===== config.mk =====
export PLATFORM = sky130hd
export DESIGN_NAME = switch_debouncer
export DESIGN_NICKNAME = d
export VERILOG_FILES = /design/src/rtl/switch_debouncer.sv
export SDC_FILE = /design/constraint.sdc
export NUM_CORES = 1
export LEC_CHECK = 0
export ABC_AREA = 1
export BUFFER_PORTS_ARGS = -buffer_cell sky130_fd_sc_hd__buf_4
export CAP_MARGIN = 10
export CORE_AREA = 2 2 129 131
export CTS_BUF_LIST = sky130_fd_sc_hd__clkbuf_4 sky130_fd_sc_hd__clkbuf_8
export DETAILED_ROUTE_END_ITERATION = 8
export DIE_AREA = 0 0 131 133
export GPL_ROUTABILITY_DRIVEN = 0
export PLACE_DENSITY_LB_ADDON = 0.08
export SYNTH_ARGS = -nofsm -noshare
export SYNTH_HDL_FRONTEND = slang
export SYNTH_SLANG_ARGS = --single-unit

===== constraint.sdc =====
create_clock -name clk_clk -period 5.45 [get_ports clk_clk]
set_input_delay 0.2725 -clock clk_clk [delete_from_list [all_inputs] [get_ports clk_clk]]
set_output_delay 0.2725 -clock clk_clk [all_outputs]
set_load 0.005 [all_outputs]

===== src/rtl/switch_debouncer.sv =====
// switch_debouncer: conditions raw slide switches for the Nios PIO input.
// Each bit is synchronised with two flops, then its debounced level only
// follows the synchronised input after DEBOUNCE_CYCLES consecutive cycles of
// disagreement. One-cycle rise/fall strobes mark every debounced flip.
// Ports:
//   clk_clk          system clock (shared with the Nios system)
//   reset_reset      asynchronous active-high reset
//   sw_raw           raw switch pins, asynchronous to clk_clk
//   switches_export  debounced levels, wired to the PIO of the same name
//   sw_rise/sw_fall  per-bit one-cycle strobes on debounced 0->1 / 1->0
//   sw_changed       one-cycle strobe when any debounced bit flips
module switch_debouncer #(
  parameter int unsigned WIDTH           = 8,
  parameter int unsigned DEBOUNCE_CYCLES = 50000,
  parameter int unsigned CNT_W           = 16
) (
  input  logic             clk_clk,
  input  logic             reset_reset,
  input  logic [WIDTH-1:0] sw_raw,
  output logic [WIDTH-1:0] switches_export,
  output logic [WIDTH-1:0] sw_rise,
  output logic [WIDTH-1:0] sw_fall,
  output logic             sw_changed
);

  localparam logic [CNT_W-1:0] CNT_LAST = CNT_W'(DEBOUNCE_CYCLES - 1);

  logic [WIDTH-1:0] sync1_q;
  logic [WIDTH-1:0] sync2_q;
  logic [CNT_W-1:0] cnt_q [WIDTH];
  logic [CNT_W-1:0] cnt_d [WIDTH];
  logic [WIDTH-1:0] stable_q;
  logic [WIDTH-1:0] stable_d;
  logic [WIDTH-1:0] rise_q;
  logic [WIDTH-1:0] rise_d;
  logic [WIDTH-1:0] fall_q;
  logic [WIDTH-1:0] fall_d;
  logic             changed_q;
  logic             changed_d;

  // Two-flop synchroniser, no logic between stages.
  always_ff @(posedge clk_clk or posedge reset_reset) begin
    if (reset_reset) begin
      sync1_q <= '0;
      sync2_q <= '0;
    end else begin
      sync1_q <= sw_raw;
      sync2_q <= sync1_q;
    end
  end

  // Per-bit stability counter; any agreement restarts the count.
  always_comb begin
    cnt_d    = cnt_q;
    stable_d = stable_q;
    rise_d   = '0;
    fall_d   = '0;
    for (int i = 0; i < int'(WIDTH); i++) begin
      if (sync2_q[i] == stable_q[i]) begin
        cnt_d[i] = '0;
      end else if (cnt_q[i] == CNT_LAST) begin
        stable_d[i] = sync2_q[i];
        cnt_d[i]    = '0;
        rise_d[i]   = sync2_q[i];
        fall_d[i]   = ~sync2_q[i];
      end else begin
        cnt_d[i] = cnt_q[i] + CNT_W'(1);
      end
    end
    changed_d = |(rise_d | fall_d);
  end

  // Strobes are registered alongside the level so they line up with it.
  always_ff @(posedge clk_clk or posedge reset_reset) begin
    if (reset_reset) begin
      for (int i = 0; i < int'(WIDTH); i++) begin
        cnt_q[i] <= '0;
      end
      stable_q  <= '0;
      rise_q    <= '0;
      fall_q    <= '0;
      changed_q <= 1'b0;
    end else begin
      cnt_q     <= cnt_d;
      stable_q  <= stable_d;
      rise_q    <= rise_d;
      fall_q    <= fall_d;
      changed_q <= changed_d;
    end
  end

  assign switches_export = stable_q;
  assign sw_rise         = rise_q;
  assign sw_fall         = fall_q;
  assign sw_changed      = changed_q;

endmodule

After elaboration in Yosys (flattened, before gate mapping)
Index checks and enable logic that the tools add are counted.
W data, S select, Z words.
Operators by class
  add/subtract/negate cells: 8
  reduce and logical (&&, ||, !) cells: 9
  bitwise operators: 17
  muxes and demuxes: 48
  equal/unequal tests: 16
Operators with widths (number)
  $mux W16: 16
  $add A16 B1 Y16 const B: 8
  $eq A16 B16 Y1 const B: 8
  $mux W1: 32
  $not A1 Y1: 16
  $reduce_and A2 Y1: 8
  $eq A1 B1 Y1: 8
  $or A8 B8 Y8: 1
  $reduce_or A8 Y1: 1
Word-level totals
  word-level logic and storage cells: 119
  bits in registers: 169

Logic depth before layout (Yosys ltp)
  depth in word-level cells: 5
  mapped depth: 9

Worst setup path after synthesis
OpenSTA, ideal clock, no wires.
  kind: register to register
  from: reg cnt_q[96] (netlist name)
  to: reg cnt_q[105] (netlist name)
  path slack: 4.150 ns
  library setup time: 0.080 ns
  data required time: 5.370 ns
  stages on the path, launching flop included: 8
  arrival time: 1.220 ns
  cells stage by stage: dfrtp_1 ha_1 nand3_1 nor2_1 nand2_1 nand2_1 buf_4 nor3b_2
RTL lines
  start: declaration: line 30  | logic [CNT_W-1:0] cnt_q [WIDTH];
  start signal: assignment: line 84  | cnt_q <= cnt_d;

==> impl_results.md <==
* Vias in the first global route at 6,138
* # fillers at 1,511
* Worst Tran Pin Value at 0.986 ns
* CTS resizes at 0
* DP Area at 9130 sq um
* Average cell area after synthesis at 8.10 sq um
* Worst vdd ir at approximately 0.19 mV
* I/O Buffers at 34
* Die X-Extent at ~130 microns
* Wire length per cell at 11.5 microns
* Initial core utilization at 0.532
* Worst setup path start: cnt_q[96]$_DFF_PP0_
* Pwr dens at between 200 and 250 nW/um^2
* Gate Count Post-Synth at 1,062
* Initial DRT Pass Iterations at 5
* Commonest non-fill, non-tap cells in the layout: nor2_1 (232), nand2_1 (202), dfrtp_1 (169), inv_1 (118), nand3_1 (59)
* Antenna viol nets, final at 0
* Max-Cap Viols at 0
* WP data arrival at between 2 and 2.5 ns
* Remaining Overflow, GRT at 0
* Max-slew violation count at 0
* Design Area, Final at 9630 sq um
* DIE AREA at 17,400 sq um
* Nets at 1,140
* End of the critical path: cnt_q[111]$_DFF_PP0_
* R2R Setup Slk at around 3.7 ns
* Core Box Area at 16,200 sq um
* Slowest-stage cell, CP: dfrtp_1
* Crit path largest cell delay at 0.38 ns
* Number of synthesized flops with an enable pin at 0
* Maximum fanout along the worst path at 11
* Leakage at 4.25 nW
* Post-synthesis sequential area ratio at 0.492
* Hold Vio Cnt, Final at 0
* Die height at roughly 130 microns
* Final setup viols at 0
* Buf+Inv Stages, Crit Path at 1
* R2R Path Start: cnt_q[96]$_DFF_PP0_
* Worst slack at placement at 3.53 ns
* Clock slew at reported path FFs at 0.08 ns
* Most common cell after layout, fill and taps aside: nor2_1
* Post-CTS Setup Repair Bufs at 0
* Setup CP Type: flip-flop to flip-flop
* I/O pin count at 35
* CTS buffer count at 17
* Status: completed
* Synth area leader: dfrtp_1
* Worst Skew at around 0.011 ns
* Post-DR vias/cell at 4.83
* Warnings, synthesis at 0
* Critical Path RT at 5.80 ns
* RSZ-0062 raised after global routing: false
* Dpl hpwl at 11,300 microns
* Fin crit period at 1.70 ns
* Fraction of layout cells with a size suffix above 1 at 0.152
* FF-to-FF path depth at 8
* CTS tree: built
* Main synth FF type: dfrtp_1
* Crit path cell chain: ha_1, nand3_1, nor2_1, nand2_1, nand2_1, inv_1, nand2_1, nor2_1
* Clock Tree Buf Depth at 2
* P&R area growth vs syn at 12.0%
* Number of synthesized register bits at 169
* Iter 0 DRT Violations at around 320
* Crit path capture type: flip-flop
* DR vias at 6,548
* Skew-Pair Late Insertion Delay at ~0.46 ns
* Initial antenna violation count at 0
* Root Driver: clkbuf_8
* DRT Wirelength at 15,600 microns
* Mapped cell area at 8600 sq um
* Syn nets at 1,080
* Most used cell along the critical path: nand2_1
* Final setup TNS at 0 ns
* Diode count at 0
* Number of instances in the placed design at 1,315
* DRC at 0
* Ys async rst share at 1.00
* Tcrit/Tclk final at 0.312
* Yosys top cell area share at 0.492
* CP delay by family, top: simple AND/OR/NAND/NOR gates
* FMAX at 0.588 GHz
* H-tree level count at 4
* Total track usage at 0.198
* First-pass GRT wire length at 27,700 microns
* Synth top area cells: dfrtp_1 (49%), nor2_1 (10%), nand2_1 (8.8%)
* Design Power at 2.31 mW
* WP depth at 8
* Element type at the critical path start: flip-flop
* Worst hold path class: input pin to asynchronous set/reset pin
* Relative slew slack at 0.343
* Worst R2R End: cnt_q[111]$_DFF_PP0_
* Fin worst setup slack at 3.75 ns
* Non-Filler Instances at ~1,400
* Largest net degree at the start of global routing at ~110
* Clock sinks at ~170
* Num rows at 47
* Distinct cell type count after synthesis at 41
[repair_timing]
action | CTS | global route
hold buffers | 8 | 0
hold endpoints to repair | 8 | 0
endpoints found under the setup margin | 0 | 0
[worst min-delay path by stage]
stage / startpoint / endpoint / depth (start not counted) / slack, ns
3_5_place_dp: sync1_q[4]$_DFF_PP0_ / sync2_q[4]$_DFF_PP0_ / 0 / 0.33
5_1_grt: reset_reset / sw_rise[1]$_DFF_PP0_ / 2 / 0.12
3_3_place_gp: sync1_q[6]$_DFF_PP0_ / sync2_q[6]$_DFF_PP0_ / 0 / 0.33
4_1_cts: reset_reset / sw_rise[1]$_DFF_PP0_ / 2 / 0.07
2_1_floorplan: sw_raw[0] / sync1_q[0]$_DFF_PP0_ / 0 / 0.30
6_report: reset_reset / cnt_q[79]$_DFF_PP0_ / 2 / 0.0004
[cells by family after synthesis]
| group | share of synthesized area |
|---|---|
| buffers and inverters | 0.0621 |
| flip-flops | 0.492 |
| AO/OA/AOI/OAI | 0.0451 |
| XOR/XNOR | 0.0434 |
| AND/OR/NAND/NOR | 0.346 |
| adder cells (fa/ha/maj) | 0.0116 |
[metrics by stage]
stage / hold slack [ns] / utilization
after floorplan: 0.304 / -
after global placement: 0.332 / 0.564
after detailed placement: 0.335 / 0.564
after CTS: 0.0653 / 0.595
after global routing: 0.120 / 0.595
final: 0.000424 / 0.595
[layer usage]
layer  track usage  part of all wire  vias up
li1              -                 -     3454
met1         0.285              0.50     2993
met2         0.298              0.45       84
met3        0.0441             0.032       17
met4        0.0621             0.013        0
met5             0                 0        -
[power by group]
group / switching (mW) / internal (mW)
logic: 0.0657 / 0.0298
registers: 0.0158 / 1.27
clock network: 0.459 / 0.467
total: 0.540 / 1.77
[registers in the layout (all words and copies together), names as in the netlist]
signal / flops
sync1_q: 8
switches_export: 8
sw_rise: 8
cnt_q: 128
sw_changed: 1
sync2_q: 8
sw_fall: 8
[synthesized netlist by cell type, types with 12 or more instances]
| library cell | n |
|---|---|
| nand2_2 | 21 |
| xor2_1 | 29 |
| nor3_1 | 37 |
| inv_1 | 119 |
| nand4_1 | 12 |
| nand3_1 | 59 |
| dfrtp_1 | 169 |
| nor2_2 | 22 |
| nor2_1 | 232 |
| a21oi_1 | 31 |
| inv_2 | 19 |
| nand2_1 | 202 |
[final cells by class]
cell class / instances / area, sq um / share of cell area
Clock buffer: 18 / 248 / 0.0257
Clock inverter: 14 / 173 / 0.0179
Timing Repair Buffer: 43 / 343 / 0.0356
Multi-Input combinational cell: 752 / 3830 / 0.398
Inverter: 139 / 527 / 0.0547
Sequential cell: 169 / 4230 / 0.439
Tap cell: 220 / 275 / 0.0286
Power figures use the tool's default switching activity.
